--- src/rtl/mdu_pkg.sv ---
// Shared encodings and widths for the multiply/divide sequencing controller.
package mdu_pkg;

  localparam int unsigned DATA_W = 32;
  localparam int unsigned CNT_W  = 16;

  typedef enum logic [1:0] {
    OP_MULT = 2'b00,
    OP_DIV  = 2'b01,
    OP_MTHI = 2'b10,
    OP_MTLO = 2'b11
  } op_e;

  typedef enum logic [1:0] {
    ST_IDLE      = 2'b00,
    ST_MULT_WAIT = 2'b01,
    ST_DIV_WAIT  = 2'b10,
    ST_DONE      = 2'b11
  } state_e;

endpackage

--- src/rtl/mdu_cycle_counter.sv ---
// Loadable down-counter with a zero flag; used both for multiplier latency
// and for the divider watchdog. It saturates at zero rather than wrapping.
module mdu_cycle_counter
  import mdu_pkg::*;
(
  input  logic             clock,
  input  logic             reset,
  input  logic             load,
  input  logic [CNT_W-1:0] load_val,
  input  logic             dec,
  output logic             zero_c
);

  logic [CNT_W-1:0] count;

  always_ff @(posedge clock or negedge reset) begin
    if (!reset) begin
      count <= '0;
    end else if (load) begin
      count <= load_val;
    end else if (dec && (count != '0)) begin
      count <= count - CNT_W'(1);
    end
  end

  assign zero_c = (count == '0);

endmodule

--- src/rtl/mult_div_ctrl.sv ---
// Sequences MULT/DIV/MTHI/MTLO requests onto the shared multiplier and the
// iterative divider, owns architectural HI/LO and reports busy/done.
module mult_div_ctrl
  import mdu_pkg::*;
#(
  parameter int unsigned MULT_LAT    = 2,
  parameter int unsigned DIV_TIMEOUT = 64
) (
  input  logic              clock,
  input  logic              reset,
  input  logic              start,
  input  logic [1:0]        op,
  input  logic [DATA_W-1:0] rs_val,
  input  logic [DATA_W-1:0] rt_val,
  output logic              busy,
  output logic              done,
  output logic              div_zero,
  output logic              timeout,
  output logic [DATA_W-1:0] hi_out,
  output logic [DATA_W-1:0] lo_out,
  output logic [DATA_W-1:0] mult_a,
  output logic [DATA_W-1:0] mult_b,
  input  logic [DATA_W-1:0] mult_hi,
  input  logic [DATA_W-1:0] mult_low,
  output logic              div_start,
  output logic [DATA_W-1:0] div_a,
  output logic [DATA_W-1:0] div_b,
  input  logic              div_done,
  input  logic [DATA_W-1:0] div_quot,
  input  logic [DATA_W-1:0] div_rem
);

  state_e           state;
  op_e              op_c;
  logic             accept_c;
  logic             cnt_load_c;
  logic             cnt_dec_c;
  logic             cnt_zero_c;
  logic [CNT_W-1:0] cnt_load_val_c;

  // Counter is loaded only on launches that actually wait on a resource.
  always_comb begin
    op_c           = op_e'(op);
    accept_c       = start && ((state == ST_IDLE) || (state == ST_DONE));
    cnt_load_c     = 1'b0;
    cnt_load_val_c = CNT_W'(DIV_TIMEOUT - 1);
    cnt_dec_c      = (state == ST_MULT_WAIT) || (state == ST_DIV_WAIT);
    if (accept_c && (op_c == OP_MULT)) begin
      cnt_load_c     = 1'b1;
      cnt_load_val_c = CNT_W'(MULT_LAT - 1);
    end else if (accept_c && (op_c == OP_DIV) && (rt_val != '0)) begin
      cnt_load_c = 1'b1;
    end
  end

  mdu_cycle_counter u_cnt (
    .clock    (clock),
    .reset    (reset),
    .load     (cnt_load_c),
    .load_val (cnt_load_val_c),
    .dec      (cnt_dec_c),
    .zero_c   (cnt_zero_c)
  );

  always_ff @(posedge clock or negedge reset) begin
    if (!reset) begin
      state     <= ST_IDLE;
      busy      <= 1'b0;
      done      <= 1'b0;
      div_zero  <= 1'b0;
      timeout   <= 1'b0;
      div_start <= 1'b0;
      hi_out    <= '0;
      lo_out    <= '0;
      mult_a    <= '0;
      mult_b    <= '0;
      div_a     <= '0;
      div_b     <= '0;
    end else begin
      done      <= 1'b0;
      div_start <= 1'b0;
      case (state)
        ST_IDLE, ST_DONE: begin
          state <= ST_IDLE;
          if (accept_c) begin
            div_zero <= 1'b0;
            timeout  <= 1'b0;
            case (op_c)
              OP_MULT: begin
                mult_a <= rs_val;
                mult_b <= rt_val;
                busy   <= 1'b1;
                state  <= ST_MULT_WAIT;
              end
              OP_DIV: begin
                if (rt_val == '0) begin
                  div_zero <= 1'b1;
                  done     <= 1'b1;
                  state    <= ST_DONE;
                end else begin
                  div_a     <= rs_val;
                  div_b     <= rt_val;
                  div_start <= 1'b1;
                  busy      <= 1'b1;
                  state     <= ST_DIV_WAIT;
                end
              end
              OP_MTHI: begin
                hi_out <= rs_val;
                done   <= 1'b1;
                state  <= ST_DONE;
              end
              OP_MTLO: begin
                lo_out <= rs_val;
                done   <= 1'b1;
                state  <= ST_DONE;
              end
            endcase
          end
        end
        // The multiplier names its ports backwards: "low" carries the upper word.
        ST_MULT_WAIT: begin
          if (cnt_zero_c) begin
            hi_out <= mult_low;
            lo_out <= mult_hi;
            busy   <= 1'b0;
            done   <= 1'b1;
            state  <= ST_DONE;
          end
        end
        // A div_done seen alongside our own launch pulse is stale and ignored.
        ST_DIV_WAIT: begin
          if (!div_start && div_done) begin
            hi_out <= div_rem;
            lo_out <= div_quot;
            busy   <= 1'b0;
            done   <= 1'b1;
            state  <= ST_DONE;
          end else if (cnt_zero_c) begin
            timeout <= 1'b1;
            busy    <= 1'b0;
            done    <= 1'b1;
            state   <= ST_DONE;
          end
        end
      endcase
    end
  end

endmodule

--- config.mk ---
export PLATFORM = sky130hd
export DESIGN_NAME = mult_div_ctrl
export DESIGN_NICKNAME = d
export VERILOG_FILES = /design/src/rtl/mdu_pkg.sv /design/src/rtl/mdu_cycle_counter.sv /design/src/rtl/mult_div_ctrl.sv
export SDC_FILE = /design/constraint.sdc
export NUM_CORES = 1
export LEC_CHECK = 0
export CAP_MARGIN = 20
export CORE_AREA = 3 3 151 153
export DETAILED_ROUTE_END_ITERATION = 10
export DIE_AREA = 0 0 154 156
export DONT_BUFFER_PORTS = 1
export SLEW_MARGIN = 20
export SYNTH_ARGS = -nofsm -noshare
export SYNTH_HDL_FRONTEND = slang
export SYNTH_HIERARCHICAL = 1
export SYNTH_SLANG_ARGS = --single-unit
--- constraint.sdc ---
create_clock -name clock -period 8.04 [get_ports clock]
set_input_delay 1.206 -clock clock [delete_from_list [all_inputs] [get_ports clock]]
set_output_delay 1.206 -clock clock [all_outputs]
set_load 0.02 [all_outputs]
==> impl_metrics.toml <==
[cts]
clock_latency_ps = 520
ctsLongestPathBuffers = 3
hold_buffers = 0
cts-htree-levels = 1
clkSlewWorstSetupHoldPaths_ps = 60
cts_setup_buffers = 0
cts_made_buffers = 24
cts_sinks = 215
cts_resized = 0
cts-root-buf = "clkbuf_16"
cts_tree = "yes"

[placement]
numPortBuffers = 0
placed_cell_area_um2 = 9910
place_congestion = 0.910
dp_hpwl_um = 20600

[synthesis]
synthXorXnorAreaFrac = 0.000896
ys_seq_area_frac = 0.550
synth_fa_ha_area_frac = 0.00384
synth-compound-area-share = 0.118
synth_edf_count = 0
syn_inst = 783
async_flop_share = 1.00
synth_ff_type = "dfrtp_1"
synth_top_family_by_area = "multiplexers"
synthMuxAreaShare = 0.200
ys_warn_count = 6
avgSynthCellArea_um2 = 12.5
synth.cell_area_um2 = 9770
synth_simple_gate_area_frac = 0.0876
synth_cell_types = 50
ys_ff_latch = 215

[routing]
detail_route.iter0.violations = 450
ant_nets = 0
routed_wl_um = 28300
firstDrtPassIters = 6
vias_per_cell = 6.18
wl_per_cell_um = 26.5
drc = 0
vias = 6589

[final_layout]
fillers = 1870
post-route-util = 0.494
fin_area_um2 = 10700
antenna_cells = 0
final_cell_mix = "215 x dfrtp_1, 81 x nor2_1, 81 x mux2_2"
area_growth_pct = 9.63
nNetsFinal = 971
final_common_cell = "dfrtp_1"
drive_gt1_frac = 0.219

[floorplanning]
core-area_um2 = 21700
io_pins = 395
die_h_um = 156
start_util = 0.451
row_count = 54
die_area_um2 = 24000
die_w_um = 154

[setup_path]
worstRegToRegCells = 8
critPathMaxFanout = 46
critPathKind = "reg2reg"
worstPathArrival_ps = 4410
cp-start-kind = "register"
cp.required_ps = 8430
end_kind = "register"

[global_route]
grt_pass1_vias = 6941
grt_max_degree = 216
gr-total-overflow = 0
track_usage = 0.225
grt_pass1_wl_um = 42700
antenna_found_initial = 0

[timing]
max_slew_margin = 0.392
grt_setup_unrepaired = "no"
min_period_over_period = 0.501
fin_tns_setup_ps = 0
period_needed_ps = 4030
finalSetupViolations = 0
fmax_mhz = 248
finClkSkew_ps = 19.0
slew_viol_final = 0
hold_violations = 0
worstMarginPinSlew_ps = 908
holdWs_ps = 394

[power]
fin_total_pwr_mw = 5.85
p_leak_nw = 4.57
vdd_drop_max_uv = 288
p_per_area_nw_per_um2 = 546

[hold_path]
hold_class = "in2async"

[run]
drv_cap = 0

[status]
status = "finished clean"
-- Yosys cell counts, types with 3 or more instances --
cell type,number,area share
dfrtp_1,215,0.55
nor2_1,82,0.031
mux2_2,81,0.093
a221oi_1,64,0.057
mux2_1,50,0.058
nand2_1,47,0.018
o31ai_1,34,0.026
clkbuf_1,33,0.013
mux2_4,30,0.046
buf_6,14,0.016
a21oi_1,12,0.0061
nor4_1,12,0.0077
inv_1,11,0.0042
o21ai_0,9,0.0046
a31oi_1,7,0.0045
buf_2,6,0.0031
nor2b_1,6,0.0038
o21ai_1,6,0.0031
nand4_1,5,0.0032
nor3_1,5,0.0026
or4_1,5,0.0038
or3_1,4,0.0026
and2_1,3,0.0019
buf_4,3,0.0023
ha_1,3,0.0038
mux2i_1,3,0.0031
nand4b_1,3,0.0027
-- layer usage --
layer  wire length [um]  GRT usage  up-vias
met4                505     0.0517        0
li1                   -          -     2867
met5                  0          0        -
met1              11200      0.289     3377
met3               2600     0.0685       35
met2              14000      0.380      310
-- kinds of logic after synthesis --
kind of cell,after synthesis
fa+ha+maj,3
compound gates,147
xor+xnor,1
buf+inv,68
other cells,2
flops,215
mux,164
simple gates,183
-- registers in the layout, summed over array words and instances (netlist names) --
signal,count
mult_b,32
busy,1
mult_a,32
div_start,1
div_zero,1
div_a,32
u_cnt/count,16
lo_out,32
done,1
div_b,32
state,2
timeout,1
hi_out,32
-- power breakdown --
group	leakage, nW	switching (mW)	internal, mW	total, mW
Sequential	2.59	1.11	1.64	2.74
Clock	0.391	0.446	0.664	1.11
Combinational	1.59	1.06	0.937	2.00
-- metrics by stage --
step | setup WS [ps] | cells
after floorplan | 5160 | 792
after global placement | 4070 | 1024
final | 4010 | 1067
after detailed placement | 4000 | 1024
after CTS | 3980 | 1067
after global routing | 3740 | 1067
-- worst paths after layout --
| check | slack (ps) | start | endpoint |
|---|---|---|---|
| worst min-delay path | 390 | reset | mult_a[16] |
| worst min register to register | 630 | lo_out[21] | lo_out[21] |
| worst max-delay path | 4010 | state[0] | mult_a[13] |
| min in group clock | 630 | lo_out[21] | lo_out[21] |
| max in group asynchronous | 7150 | reset | mult_a[28] |
| worst max register to register | 4010 | state[0] | mult_a[13] |
-- cell type report --
class                           instances  area, um2  share of cell area
Sequential cell                       215       5380               0.502
Multi-Input combinational cell        509       4070               0.380
Clock buffer                           31        678              0.0633
Tap cell                              280        350              0.0327
Clock inverter                         12        129              0.0120
Timing Repair Buffer                    8       60.1             0.00560
Inverter                               12       45.0             0.00420
-- critical path, cell delays in order, from the launching register on --
cell and delay [ps]:
dfrtp_1 370, inv_1 50, ha_2 690, buf_4 530, nand2_1 210, or2_2 360, nor2_4 580, buf_4 630
mux2_2 420
Power figures use the tool's default switching activity.
